**config.mk**
```make
export PLATFORM = sky130hd
export DESIGN_NAME = alu_issue_ctrl
export DESIGN_NICKNAME = d
export VERILOG_FILES = /design/src/rtl/alu_pkg.sv /design/src/rtl/alu_regfile.sv /design/src/rtl/alu_issue_ctrl.sv
export SDC_FILE = /design/constraint.sdc
export NUM_CORES = 1
export LEC_CHECK = 0
export BUFFER_PORTS_ARGS = -buffer_cell sky130_fd_sc_hd__clkbuf_2
export CAP_MARGIN = 20
export CORE_MARGIN = 1
export CORE_UTILIZATION = 30
export DETAILED_ROUTE_END_ITERATION = 8
export PLACE_DENSITY_LB_ADDON = 0.15
export SLEW_MARGIN = 20
export SYNTH_ARGS = -nofsm -noshare
export SYNTH_HDL_FRONTEND = slang
export SYNTH_HIERARCHICAL = 1
export SYNTH_SLANG_ARGS = --single-unit
```
**constraint.sdc**
```tcl
create_clock -name clk -period 2.5 [get_ports clk]
set_input_delay 0.25 -clock clk [delete_from_list [all_inputs] [get_ports clk]]
set_output_delay 0.25 -clock clk [all_outputs]
set_load 0.005 [all_outputs]
```
**src/rtl/alu_pkg.sv**
```systemverilog
// Shared opcodes, instruction layout, FSM states and helpers for the ALU issue controller.
package alu_pkg;

    localparam int unsigned WIDTH        = 16;
    localparam int unsigned NREGS        = 8;
    localparam int unsigned RIDX_W       = 3;
    localparam int unsigned OP_W         = 5;
    localparam int unsigned IMM_W        = 8;
    localparam int unsigned OP_USE_CARRY = 4;

    typedef enum logic [3:0] {
        OP_B       = 4'd0,
        OP_ADD     = 4'd1,
        OP_SUB     = 4'd2,
        OP_AND     = 4'd3,
        OP_OR      = 4'd4,
        OP_XOR     = 4'd5,
        OP_NOT     = 4'd6,
        OP_NEG     = 4'd7,
        OP_LSL     = 4'd8,
        OP_LSR     = 4'd9,
        OP_ASR     = 4'd10,
        OP_INC     = 4'd11,
        OP_DEC     = 4'd12,
        OP_MUL     = 4'd13,
        OP_LDI     = 4'd14,
        OP_ILLEGAL = 4'd15
    } opcode_e;

    // Field order matches instr[15:0]; imm8 overlays ra/rb/rsvd for LDI.
    typedef struct packed {
        logic [OP_W-1:0]   op;
        logic [RIDX_W-1:0] rd;
        logic [RIDX_W-1:0] ra;
        logic [RIDX_W-1:0] rb;
        logic [1:0]        rsvd;
    } instr_t;

    typedef enum logic [1:0] {
        IDLE = 2'd0,
        READ = 2'd1,
        EXEC = 2'd2,
        WB   = 2'd3
    } state_e;

    function automatic logic [IMM_W-1:0] imm8_of(input instr_t i);
        return {i.ra, i.rb, i.rsvd};
    endfunction

    function automatic logic updates_carry(input opcode_e op);
        return op inside {OP_ADD, OP_SUB, OP_LSL, OP_LSR};
    endfunction

endpackage

```
**src/rtl/alu_regfile.sv**
```systemverilog
// 8x16 register file: two combinational operand reads, a debug read and one synchronous write.
module alu_regfile
    import alu_pkg::*;
(
    input  logic              clk,
    input  logic              rst_n,
    input  logic              we_i,
    input  logic [RIDX_W-1:0] waddr_i,
    input  logic [WIDTH-1:0]  wdata_i,
    input  logic [RIDX_W-1:0] raddr_a_i,
    input  logic [RIDX_W-1:0] raddr_b_i,
    input  logic [RIDX_W-1:0] dbg_addr_i,
    output logic [WIDTH-1:0]  rdata_a_c_o,
    output logic [WIDTH-1:0]  rdata_b_c_o,
    output logic [WIDTH-1:0]  dbg_data_c_o
);

    logic [WIDTH-1:0] regs_q [NREGS];

    always_ff @(posedge clk or negedge rst_n) begin
        if (!rst_n) begin
            for (int unsigned i = 0; i < NREGS; i++) begin
                regs_q[i] <= '0;
            end
        end else if (we_i) begin
            regs_q[waddr_i] <= wdata_i;
        end
    end

    assign rdata_a_c_o  = regs_q[raddr_a_i];
    assign rdata_b_c_o  = regs_q[raddr_b_i];
    assign dbg_data_c_o = regs_q[dbg_addr_i];

endmodule

```
**src/rtl/alu_issue_ctrl.sv**
```systemverilog
// Issue/writeback controller driving an external 16-bit ALU from an internal register file.
module alu_issue_ctrl
    import alu_pkg::*;
(
    input  logic              clk,
    input  logic              nReset,
    input  logic              instrValid,
    output logic              instrReady,
    input  logic [WIDTH-1:0]  instr,
    output logic [WIDTH-1:0]  aluA,
    output logic [WIDTH-1:0]  aluB,
    output logic [OP_W-1:0]   aluOp,
    output logic              aluCi,
    input  logic [WIDTH-1:0]  aluY,
    input  logic              aluZero,
    input  logic              aluNeg,
    input  logic              aluCarry,
    output logic              doneValid,
    output logic              doneErr,
    output logic              flagZ,
    output logic              flagN,
    output logic              flagC,
    input  logic [RIDX_W-1:0] dbgSel,
    output logic [WIDTH-1:0]  dbgData
);

    state_e           state_q, state_d;
    instr_t           instr_q, instr_d;
    logic [WIDTH-1:0] a_q, a_d, b_q, b_d, y_q, y_d;
    logic [OP_W-1:0]  op_q, op_d;
    logic             z_q, z_d, n_q, n_d, c_q, c_d;
    logic             fz_q, fz_d, fn_q, fn_d, fc_q, fc_d;
    logic             ready_q, ready_d, done_q, done_d, err_q, err_d;

    logic             we_c;
    logic [WIDTH-1:0] wdata_c, rdata_a_c, rdata_b_c;
    opcode_e          op_base_c;

    assign op_base_c = opcode_e'(instr_q.op[3:0]);

    alu_regfile u_regfile (
        .clk          (clk),
        .rst_n        (nReset),
        .we_i         (we_c),
        .waddr_i      (instr_q.rd),
        .wdata_i      (wdata_c),
        .raddr_a_i    (instr_q.ra),
        .raddr_b_i    (instr_q.rb),
        .dbg_addr_i   (dbgSel),
        .rdata_a_c_o  (rdata_a_c),
        .rdata_b_c_o  (rdata_b_c),
        .dbg_data_c_o (dbgData)
    );

    always_ff @(posedge clk or negedge nReset) begin
        if (!nReset) begin
            state_q <= IDLE;
            instr_q <= '0;
            a_q     <= '0;
            b_q     <= '0;
            op_q    <= '0;
            y_q     <= '0;
            z_q     <= 1'b0;
            n_q     <= 1'b0;
            c_q     <= 1'b0;
            fz_q    <= 1'b0;
            fn_q    <= 1'b0;
            fc_q    <= 1'b0;
            ready_q <= 1'b1;
            done_q  <= 1'b0;
            err_q   <= 1'b0;
        end else begin
            state_q <= state_d;
            instr_q <= instr_d;
            a_q     <= a_d;
            b_q     <= b_d;
            op_q    <= op_d;
            y_q     <= y_d;
            z_q     <= z_d;
            n_q     <= n_d;
            c_q     <= c_d;
            fz_q    <= fz_d;
            fn_q    <= fn_d;
            fc_q    <= fc_d;
            ready_q <= ready_d;
            done_q  <= done_d;
            err_q   <= err_d;
        end
    end

    // Next-state, datapath capture and writeback control.
    always_comb begin
        state_d = state_q;
        instr_d = instr_q;
        a_d     = a_q;
        b_d     = b_q;
        op_d    = op_q;
        y_d     = y_q;
        z_d     = z_q;
        n_d     = n_q;
        c_d     = c_q;
        fz_d    = fz_q;
        fn_d    = fn_q;
        fc_d    = fc_q;
        we_c    = 1'b0;
        wdata_c = y_q;

        case (state_q)
            IDLE: begin
                if (instrValid && ready_q) begin
                    instr_d = instr_t'(instr);
                    state_d = READ;
                end
            end
            READ: begin
                a_d  = rdata_a_c;
                b_d  = rdata_b_c;
                op_d = instr_q.op;
                if (op_base_c == OP_LDI || op_base_c == OP_ILLEGAL) begin
                    state_d = WB;
                end else begin
                    state_d = EXEC;
                end
            end
            EXEC: begin
                y_d     = aluY;
                z_d     = aluZero;
                n_d     = aluNeg;
                c_d     = aluCarry;
                state_d = WB;
            end
            WB: begin
                state_d = IDLE;
                if (op_base_c == OP_LDI) begin
                    we_c    = 1'b1;
                    wdata_c = WIDTH'(imm8_of(instr_q));
                end else if (op_base_c != OP_ILLEGAL) begin
                    we_c = 1'b1;
                    fz_d = z_q;
                    fn_d = n_q;
                    if (updates_carry(op_base_c)) begin
                        fc_d = c_q;
                    end
                end
            end
            default: state_d = IDLE;
        endcase

        ready_d = (state_d == IDLE);
        done_d  = (state_d == WB);
        err_d   = (state_d == WB) && (op_base_c == OP_ILLEGAL);
    end

    assign instrReady = ready_q;
    assign aluA       = a_q;
    assign aluB       = b_q;
    assign aluOp      = op_q;
    assign aluCi      = fc_q;
    assign doneValid  = done_q;
    assign doneErr    = err_q;
    assign flagZ      = fz_q;
    assign flagN      = fn_q;
    assign flagC      = fc_q;

endmodule

```
==> metrics.csv, run 1 <==
metric,value,unit
Wirelength per Cell,23.6,µm
post-synth cell types,34,
post-synth net total,699,
Yosys reg bits,208,
fin cells,1317,
final period demand of the worst path,2.16,ns
critical path's slowest cell,dfrtp_1,
Reg2Reg Setup Slack,0.34,ns
fin crit share,86.3,%
PortBufs,100,
ys flop type,dfrtp_1,
max-cap viol count,0,
Die Span Y,196,µm
Resized cells post-CTS,0,
Overall Global Routing Usage,16.5,%
# Post-CTS Setup Buffers,0,
synth cell count leaders,"mux2_2 (257), dfrtp_1 (207), mux4_1 (84), buf_2 (15), buf_6 (15)",
layout cells sized above 1,55.5,%
crit-path max FO,16,
final WL,31.1,mm
CTS tree,built,
pre-CTS worst setup slack,0.296,ns
clk slew on worst S/H paths,0.06,ns
hold buffer count at CTS,36,
setup violators final,0,
Placed Cells,1233,
max-slew violation count,0,
Worst EP required,2.90,ns
slew at the pin with the worst max-slew slack,0.595,ns
final antenna diode count,0,
vias per cell,5.09,
Chip Width,196,µm
Worst Path Arrival,2.56,ns
PnR worst setup slack,0.342,ns
most frequent cell after synthesis,mux2_2,
Post-synth EDFFs,0,
Synth async-reset ratio,100,%
first-pass detailed-route iteration total,4,
Worst-Skew Late Latency,0.53,ns
first-pass GRT wire length,47.4,mm
Mapped Cells,653,
synth top area cells,"dfrtp_1 (46%), mux2_2 (26%), mux4_1 (20%)",
Max Clk Rate,463,MHz
Initial Utilization,30.7,%
headroom to the max-slew limit,60.2,%
Core Area,36900,µm²
Synth area leader,dfrtp_1,
syn_area_per_cell,17.3,µm²
YS warnings,6,
antenna violations before repair,0,
Hold Slack,0.128,ns
setup_tns,0,ns
clock skew,0.00912,ns
register area share after synthesis,46.1,%
RSZ-0062 raised after global routing,no,
PD cells,1330,nW/µm²
Mapped Area,11300,µm²
area grow syn2layout,22.0,%
1st-iter DRT viols,227,
Clock Tree Buf Depth,3,
Clk Tree Root Cell,clkbuf_16,
Peak VDD IR,0.000641,V
Total Die Area,38500,µm²
Vias,6707,
# IOs,101,
post-route ant nets,0,
Startpoint Class,flop,
GRT overflow,0,
count of final hold-check violations,0,
FILL cells,3464,
Setup crit end kind,flop,
CP cell instances,ha_1 -> a21boi_0 -> buf_4 -> nor4bb_4 -> buf_12 -> mux2_2,
Num Clock Sinks,208,
number of buffers created by CTS,26,
Worst path max stage delay,0.43,ns
# DRC,0,
WS Path Type,flop to flop,
DP HPWL,19.0,mm
Final #Nets,839,
status,"finished, final reports clean",
H-tree depth,1,
via count of the first global-routing pass,7250,
largest net degree at the start of global routing,72,
GPL Wtd Cong,0.727,
site row count,70,
leak pwr,6.13,nW
area fraction of the dominant cell type after synthesis,45.8,%
Tightest Hold Check Type,input port to flop,
-- state kept, by name (all words and copies together) (netlist names) --
signal	count
aluA	16
aluB	16
aluCi	1
aluOp	5
c_q	1
doneErr	1
doneValid	1
flagN	1
flagZ	1
instrReady	1
instr_q	16
n_q	1
state_q	2
u_regfile/regs_q	128
y_q	16
z_q	1
-- final cells by class --
type / instances / area [µm²] / share of cell area (%)
Clock inverter: 7 / 85.1 / 0.617
Inverter: 2 / 7.51 / 0.0545
Clock buffer: 41 / 808 / 5.86
Tap cell: 504 / 631 / 4.57
Multi-Input combinational cell: 392 / 5770 / 41.9
Sequential cell: 208 / 5210 / 37.8
Timing Repair Buffer: 163 / 1270 / 9.23
-- metrics by stage --
stage / utilization [%] / cell area [µm²] / total power [mW]
finish: 37.4 / 13800 / 18.3
global route: 37.4 / 13800 / 19.4
CTS: 37.4 / 13800 / 18.6
detailed placement: 34.0 / 12500 / 14.6
global placement: 34.0 / 12500 / 14.3
floorplan: - / 11300 / 11.8
-- path summary, 6_finish.rpt --
kind                       startpoint                    to  depth (start not counted)
max                        state_q[0]  u_regfile/regs_q[56]                          6
min                        instrValid            state_q[0]                          3
max reg2reg                state_q[0]  u_regfile/regs_q[56]                          6
min reg2reg                   y_q[10]               y_q[10]                          1
max in group asynchronous      nReset            instr_q[9]                          3
min in group asynchronous      nReset               aluA[8]                          2
-- cell usage in the layout, fill, tap and decap left out, drive strengths merged, types with 2 or more instances in the layout --
master       instances
mux2               259
dfrtp              207
clkbuf             141
mux4                96
dlygate4sd3         36
buf                 27
nor2b                5
clkinv               5
ha                   5
and2b                3
nand4b               3
nand3                3
nor4bb               3
inv                  2
nand2                2
bufinv               2
-- logic make-up after synthesis --
group | Yosys count | share of synthesized area, %
buffers and inverters | 53 | 3.15
DFF | 208 | 46.1
AOI/OAI and AO/OA | 3 | 0.177
adders and majority gates | 5 | 0.553
muxes | 356 | 47.8
and+or+nand+nor | 28 | 2.25
-- metal layers --
metal / share of wire, % / track usage, % / vias up
met5: 0 / 0 / -
met4: 2.3 / 4.34 / 0
met3: 5.1 / 3.56 / 52
met2: 47 / 26.6 / 170
met1: 46 / 22.4 / 3565
li1: - / - / 2920
-- where the power goes --
group / total (mW) / internal, mW / switching (mW)
Combinational: 7.95 / 4.86 / 3.10
Clock: 3.85 / 2.41 / 1.44
Sequential: 6.46 / 5.01 / 1.46
-- worst max-delay path, delay by kind of cell (launching register included) --
family / cells / cell delay (ns)
simple gates: 1 / 0.35
mux: 1 / 0.35
flops: 1 / 0.43
buf+inv: 2 / 0.42
compound gates: 1 / 0.22
fa+ha+maj: 1 / 0.24
No activity file was read; power rests on OpenSTA's default activity.
==> run 2, diff against run 1 <==
--- a/config.mk
+++ b/config.mk
@@ -9,6 +9,7 @@
 export CAP_MARGIN = 20
 export CORE_MARGIN = 1
 export CORE_UTILIZATION = 30
+export CTS_BUF_LIST = sky130_fd_sc_hd__clkbuf_4 sky130_fd_sc_hd__clkbuf_8
 export DETAILED_ROUTE_END_ITERATION = 8
 export PLACE_DENSITY_LB_ADDON = 0.15
 export SLEW_MARGIN = 20
==> run 2 against run 1 <==
  * Die area unchanged
  * Power decreased by 0.95%
  * Combinational power about the same
  * Sequential cell count did not move
  * First-iteration DRC count up 22%
  * Via count rose by 1.7%
  * Clock skew is 0.014 ns higher
  * Hold slack got worse by 0.024 ns
  * Cell count up 2.0%
  * Clock-buffer cell count increased by 27
  * Global-route usage grew 0.30 points
  * Clock power shrank 5%
==> metrics.csv, run 2 (synthesis gave the netlist of run 1 again) <==
metric,value,unit
status,"finished, final reports clean",
setup_tns,0,ns
hold buffer count at CTS,36,
multi-input logic area,5770,µm²
Wirelength per Cell,23.4,µm
Hold Crit Endpoint,state_q[0],
Num Clock Sinks,208,
WS Path Type,flop to flop,
Max Clk Rate,460,MHz
Psw,6.06,mW
Resized cells post-CTS,0,
Tightest Hold Check Type,input port to flop,
pre-CTS worst setup slack,0.296,ns
Startpoint Class,flop,
Core Area,36900,µm²
clk slew on worst S/H paths,0.06,ns
largest net degree at the start of global routing,72,
cell-internal power,12.0,mW
layout cells sized above 1,57.6,%
number of buffers created by CTS,40,
Total Die Area,38500,µm²
Initial Utilization,30.7,%
Die Span Y,196,µm
PnR worst setup slack,0.325,ns
first-pass GRT wire length,47.9,mm
PD cells,1310,nW/µm²
Flop pwr share,35.7,%
Worst EP required,2.92,ns
# DRC,0,
Vias,6821,
leak pwr,6.15,nW
register area,5210,µm²
final period demand of the worst path,2.18,ns
Clk pwr share,20.2,%
post-route cell area,13800,µm²
# IOs,101,
1st-iter DRT viols,276,
Clk Tree Root Cell,clkbuf_8,
headroom to the max-slew limit,60.8,%
Reg2Reg Setup Slack,0.32,ns
first-pass detailed-route iteration total,4,
Clock Tree Buf Depth,3,
fin crit share,87.0,%
switch share,33.5,%
antenna violations before repair,0,
final antenna diode count,0,
DP HPWL,19.0,mm
Peak VDD IR,0.000536,V
CTS tree,built,
Reg2Reg Capture Point,u_regfile/regs_q[52],
Worst-Skew Late Latency,0.55,ns
Overall Global Routing Usage,16.8,%
setup violators final,0,
FILL cells,3476,
area grow syn2layout,21.9,%
GRT overflow,0,
PortBufs,100,
H-tree depth,2,
clock skew,0.0232,ns
worst r2r src,state_q[0],
slew at the pin with the worst max-slew slack,0.587,ns
Hold Path Stages,3,
Largest Register,u_regfile/regs_q,
RSZ-0062 raised after global routing,no,
Worst Path Arrival,2.60,ns
site row count,70,
max-slew violation count,0,
Chip Width,196,µm
max-cap viol count,0,
post-route ant nets,0,
Setup crit end kind,flop,
final WL,31.4,mm
vias per cell,5.08,
hold path start,instrValid,
"commonest non-fill, non-tap cell in the layout",mux2_2,
# Post-CTS Setup Buffers,0,
Final #Nets,853,
max FFs per register,128,
crit-path max FO,16,
count of final hold-check violations,0,
GPL Wtd Cong,0.727,
Placed Area,12500,µm²
"commonest non-fill, non-tap cells in the layout","mux2_2 (257), dfrtp_1 (206), clkbuf_2 (99)",
via count of the first global-routing pass,7424,
combinational power share,44.1,%
Worst Reg-to-Reg Cells,6,
==> run 2: changes by cell type in the layout (fill, tap and decap cells not counted), sizes merged <==
cell / delta
clkbuf: +27
clkinv: -2
clkinvlp: +2
bufinv: -1
==> run 2: worst max path at each step <==
stage,start,end,slack [ns],depth (start not counted)
2_1_floorplan,state_q[0],u_regfile/regs_q[53],0.49,7
3_3_place_gp,state_q[0],u_regfile/regs_q[92],0.34,6
3_5_place_dp,state_q[0],u_regfile/regs_q[56],0.30,6
4_1_cts,state_q[0],u_regfile/regs_q[52],0.28,6
5_1_grt,state_q[0],u_regfile/regs_q[54],0.18,6
6_report,state_q[0],u_regfile/regs_q[52],0.32,6
==> run 2: worst max-delay path, cell delays in order, from the launching register on <==
cell and delay, ns:
dfrtp_1 0.43, ha_1 0.24, a21boi_0 0.23, buf_4 0.20, nor4bb_4 0.35, buf_12 0.22
mux2_2 0.35
==> run 2: layout make-up <==
cell class | count | area share [%]
multi-input cells | 392 | 41.9
repair buffers | 163 | 9.24
flip-flops and latches | 208 | 37.8
clock buffers | 68 | 5.98
inverters | 2 | 0.0545
clock inverters | 6 | 0.436
well taps | 504 | 4.58
==> run 2: per-stage QoR <==
step	power [mW]	utilization, %	std cells	hold slack, ns
2_1_floorplan	11.8	-	653	-0.0456
3_3_place_gp	14.3	34.0	1233	0.262
3_5_place_dp	14.6	34.0	1233	0.269
4_1_cts	18.4	37.4	1343	0.0555
5_1_grt	19.3	37.4	1343	0.107
6_report	18.1	37.4	1343	0.105
==> run 2: power by group through the flow <==
stage / logic (mW) / clock network [mW] / registers [mW]
6_report: 7.97 / 3.66 / 6.46
5_1_grt: 8.57 / 3.98 / 6.73
4_1_cts: 8.13 / 3.82 / 6.47
3_5_place_dp: 8.05 / 0 / 6.52
3_3_place_gp: 7.90 / 0 / 6.40
2_1_floorplan: 5.90 / 0 / 5.89
==> run 2: metal layers <==
metal | GRT usage (%) | vias up | share of wire [%]
met1 | 22.3 | 3612 | 46
met4 | 5.53 | 0 | 2.4
met3 | 4.26 | 59 | 5.1
li1 | - | 2954 | -
met2 | 26.7 | 196 | 47
met5 | 0 | - | 0
==> run 3, diff against run 2 <==
--- a/config.mk
+++ b/config.mk
@@ -9,7 +9,7 @@
 export CAP_MARGIN = 20
 export CORE_MARGIN = 1
 export CORE_UTILIZATION = 30
-export CTS_BUF_LIST = sky130_fd_sc_hd__clkbuf_4 sky130_fd_sc_hd__clkbuf_8
+export CTS_BUF_LIST = sky130_fd_sc_hd__clkbuf_16
 export DETAILED_ROUTE_END_ITERATION = 8
 export PLACE_DENSITY_LB_ADDON = 0.15
 export SLEW_MARGIN = 20
==> run 3 against run 2 <==
  * Setup slack gained 0.021 ns
  * Die area is the same
  * Sequential cell count is the same
  * Sequential power is essentially flat
  * Clock skew shrank 0.013 ns
  * Largest power group unchanged
  * Sequential share of layout area grew 0.19 points
  * Via count shrank 1.3%
  * First-iteration DRC count shrank 20%
  * Clock power shrank 2%
  * Wire length shrank 0.69%
  * Register-to-register slack gained 0.02 ns
  * Combinational power is essentially flat
==> metrics.csv, run 3 (synthesis gave the netlist of run 1 again) <==
metric,value,unit
Initial Utilization,30.7,%
headroom to the max-slew limit,59.3,%
PortBufs,100,
area grow syn2layout,21.2,%
Final #Nets,839,
Worst path max stage delay,0.43,ns
DP HPWL,19.0,mm
"commonest non-fill, non-tap cells in the layout","mux2_2 (257), dfrtp_1 (206), clkbuf_2 (99)",
Psw,6.01,mW
status,"finished, final reports clean",
Tightest Hold Check Type,input port to flop,
antenna violations before repair,0,
GPL Wtd Cong,0.727,
site row count,70,
post-route ant nets,0,
crit-path max FO,16,
first-pass GRT wire length,47.4,mm
cell-internal power,12.0,mW
via count of the first global-routing pass,7253,
Clock Tree Buf Depth,3,
Max Clk Rate,464,MHz
setup violators final,0,
Pwr Total,18.0,mW
Die Span Y,196,µm
# DRC,0,
1st-iter DRT viols,220,
setup_tns,0,ns
max FFs per register,128,
count of final hold-check violations,0,
critical path's slowest cell,dfrtp_1,
Wirelength per Cell,23.7,µm
Resized cells post-CTS,0,
PnR worst setup slack,0.346,ns
PD cells,1310,nW/µm²
CP cell instances,ha_1 -> a21boi_0 -> buf_4 -> nor4bb_4 -> buf_12 -> mux2_2,
WS Path Type,flop to flop,
final WL,31.2,mm
Setup crit end kind,flop,
Overall Global Routing Usage,16.5,%
clk slew on worst S/H paths,0.06,ns
Largest Register,u_regfile/regs_q,
Clk pwr share,19.9,%
final period demand of the worst path,2.15,ns
Worst Path Arrival,2.56,ns
Core Area,36900,µm²
multi-input logic area,5770,µm²
RSZ-0062 raised after global routing,no,
clock skew,0.00998,ns
Vias,6732,
vias per cell,5.11,
fin crit share,86.2,%
FILL cells,3470,
Peak VDD IR,0.000638,V
# IOs,101,
CTS tree,built,
max-slew violation count,0,
Chip Width,196,µm
"Buf+Inv Stages, Crit Path",2,
Hold Slack,0.128,ns
first-pass detailed-route iteration total,4,
Flop pwr share,35.9,%
Worst-Skew Late Latency,0.53,ns
largest net degree at the start of global routing,72,
"commonest non-fill, non-tap cell in the layout",mux2_2,
"CP delay by family, top",flip-flops,
Placed Area,12500,µm²
Total Die Area,38500,µm²
final antenna diode count,0,
GRT overflow,0,
Worst EP required,2.91,ns
H-tree depth,1,
Num Clock Sinks,208,
combinational power share,44.2,%
register area,5210,µm²
Clk Tree Root Cell,clkbuf_16,
Startpoint Class,flop,
# Post-CTS Setup Buffers,0,
post-route cell area,13700,µm²
number of buffers created by CTS,26,
switch share,33.4,%
pre-CTS worst setup slack,0.296,ns
max-cap viol count,0,
layout cells sized above 1,54.5,%
hold buffer count at CTS,36,
slew at the pin with the worst max-slew slack,0.610,ns
leak pwr,6.11,nW
[run 3: worst paths after layout]
check	start	end	slack (ns)	cells past startpoint
max in group asynchronous	nReset	instr_q[8]	1.42	3
setup reg to reg	state_q[0]	u_regfile/regs_q[56]	0.35	6
min in group asynchronous	nReset	aluA[8]	0.27	2
hold reg to reg	y_q[13]	y_q[13]	0.50	1
hold / removal	instrValid	state_q[0]	0.13	3
setup / recovery	state_q[0]	u_regfile/regs_q[56]	0.35	6
[run 3: final cells by class]
class                           instances  area share, %
Clock buffer                           27           4.93
Clock inverter                         21           1.00
Inverter                                2         0.0548
Multi-Input combinational cell        392           42.1
Sequential cell                       208           38.0
Tap cell                              504           4.60
Timing Repair Buffer                  163           9.29
[run 3: power groups by stage]
stage	clock (mW)	sequential [mW]	combinational [mW]
after global placement	0	6.40	7.90
after detailed placement	0	6.52	8.05
after CTS	3.72	6.47	8.13
after floorplan	0	5.89	5.90
after global routing	3.86	6.73	8.56
final	3.58	6.47	7.97
[run 3: per-layer routing]
metal / part of all wire, % / GRT usage, % / vias up
met5: 0 / 0 / -
met4: 2.4 / 4.48 / 0
met3: 4.8 / 3.59 / 52
met2: 47 / 26.5 / 186
met1: 46 / 22.4 / 3567
li1: - / - / 2927
[run 3: worst register-to-register path, delay by kind of cell (launching register included)]
family                   cells  cell delay, ns
adder cells (fa/ha/maj)      1            0.24
buffers and inverters        2            0.42
AO/OA/AOI/OAI                1            0.22
flip-flops                   1            0.43
AND/OR/NAND/NOR              1            0.35
multiplexers                 1            0.37
[run 3: stage by stage]
step	util (%)	std cells
finish	37.2	1317
detailed placement	34.0	1233
CTS	37.2	1317
floorplan	-	653
global placement	34.0	1233
global route	37.2	1317
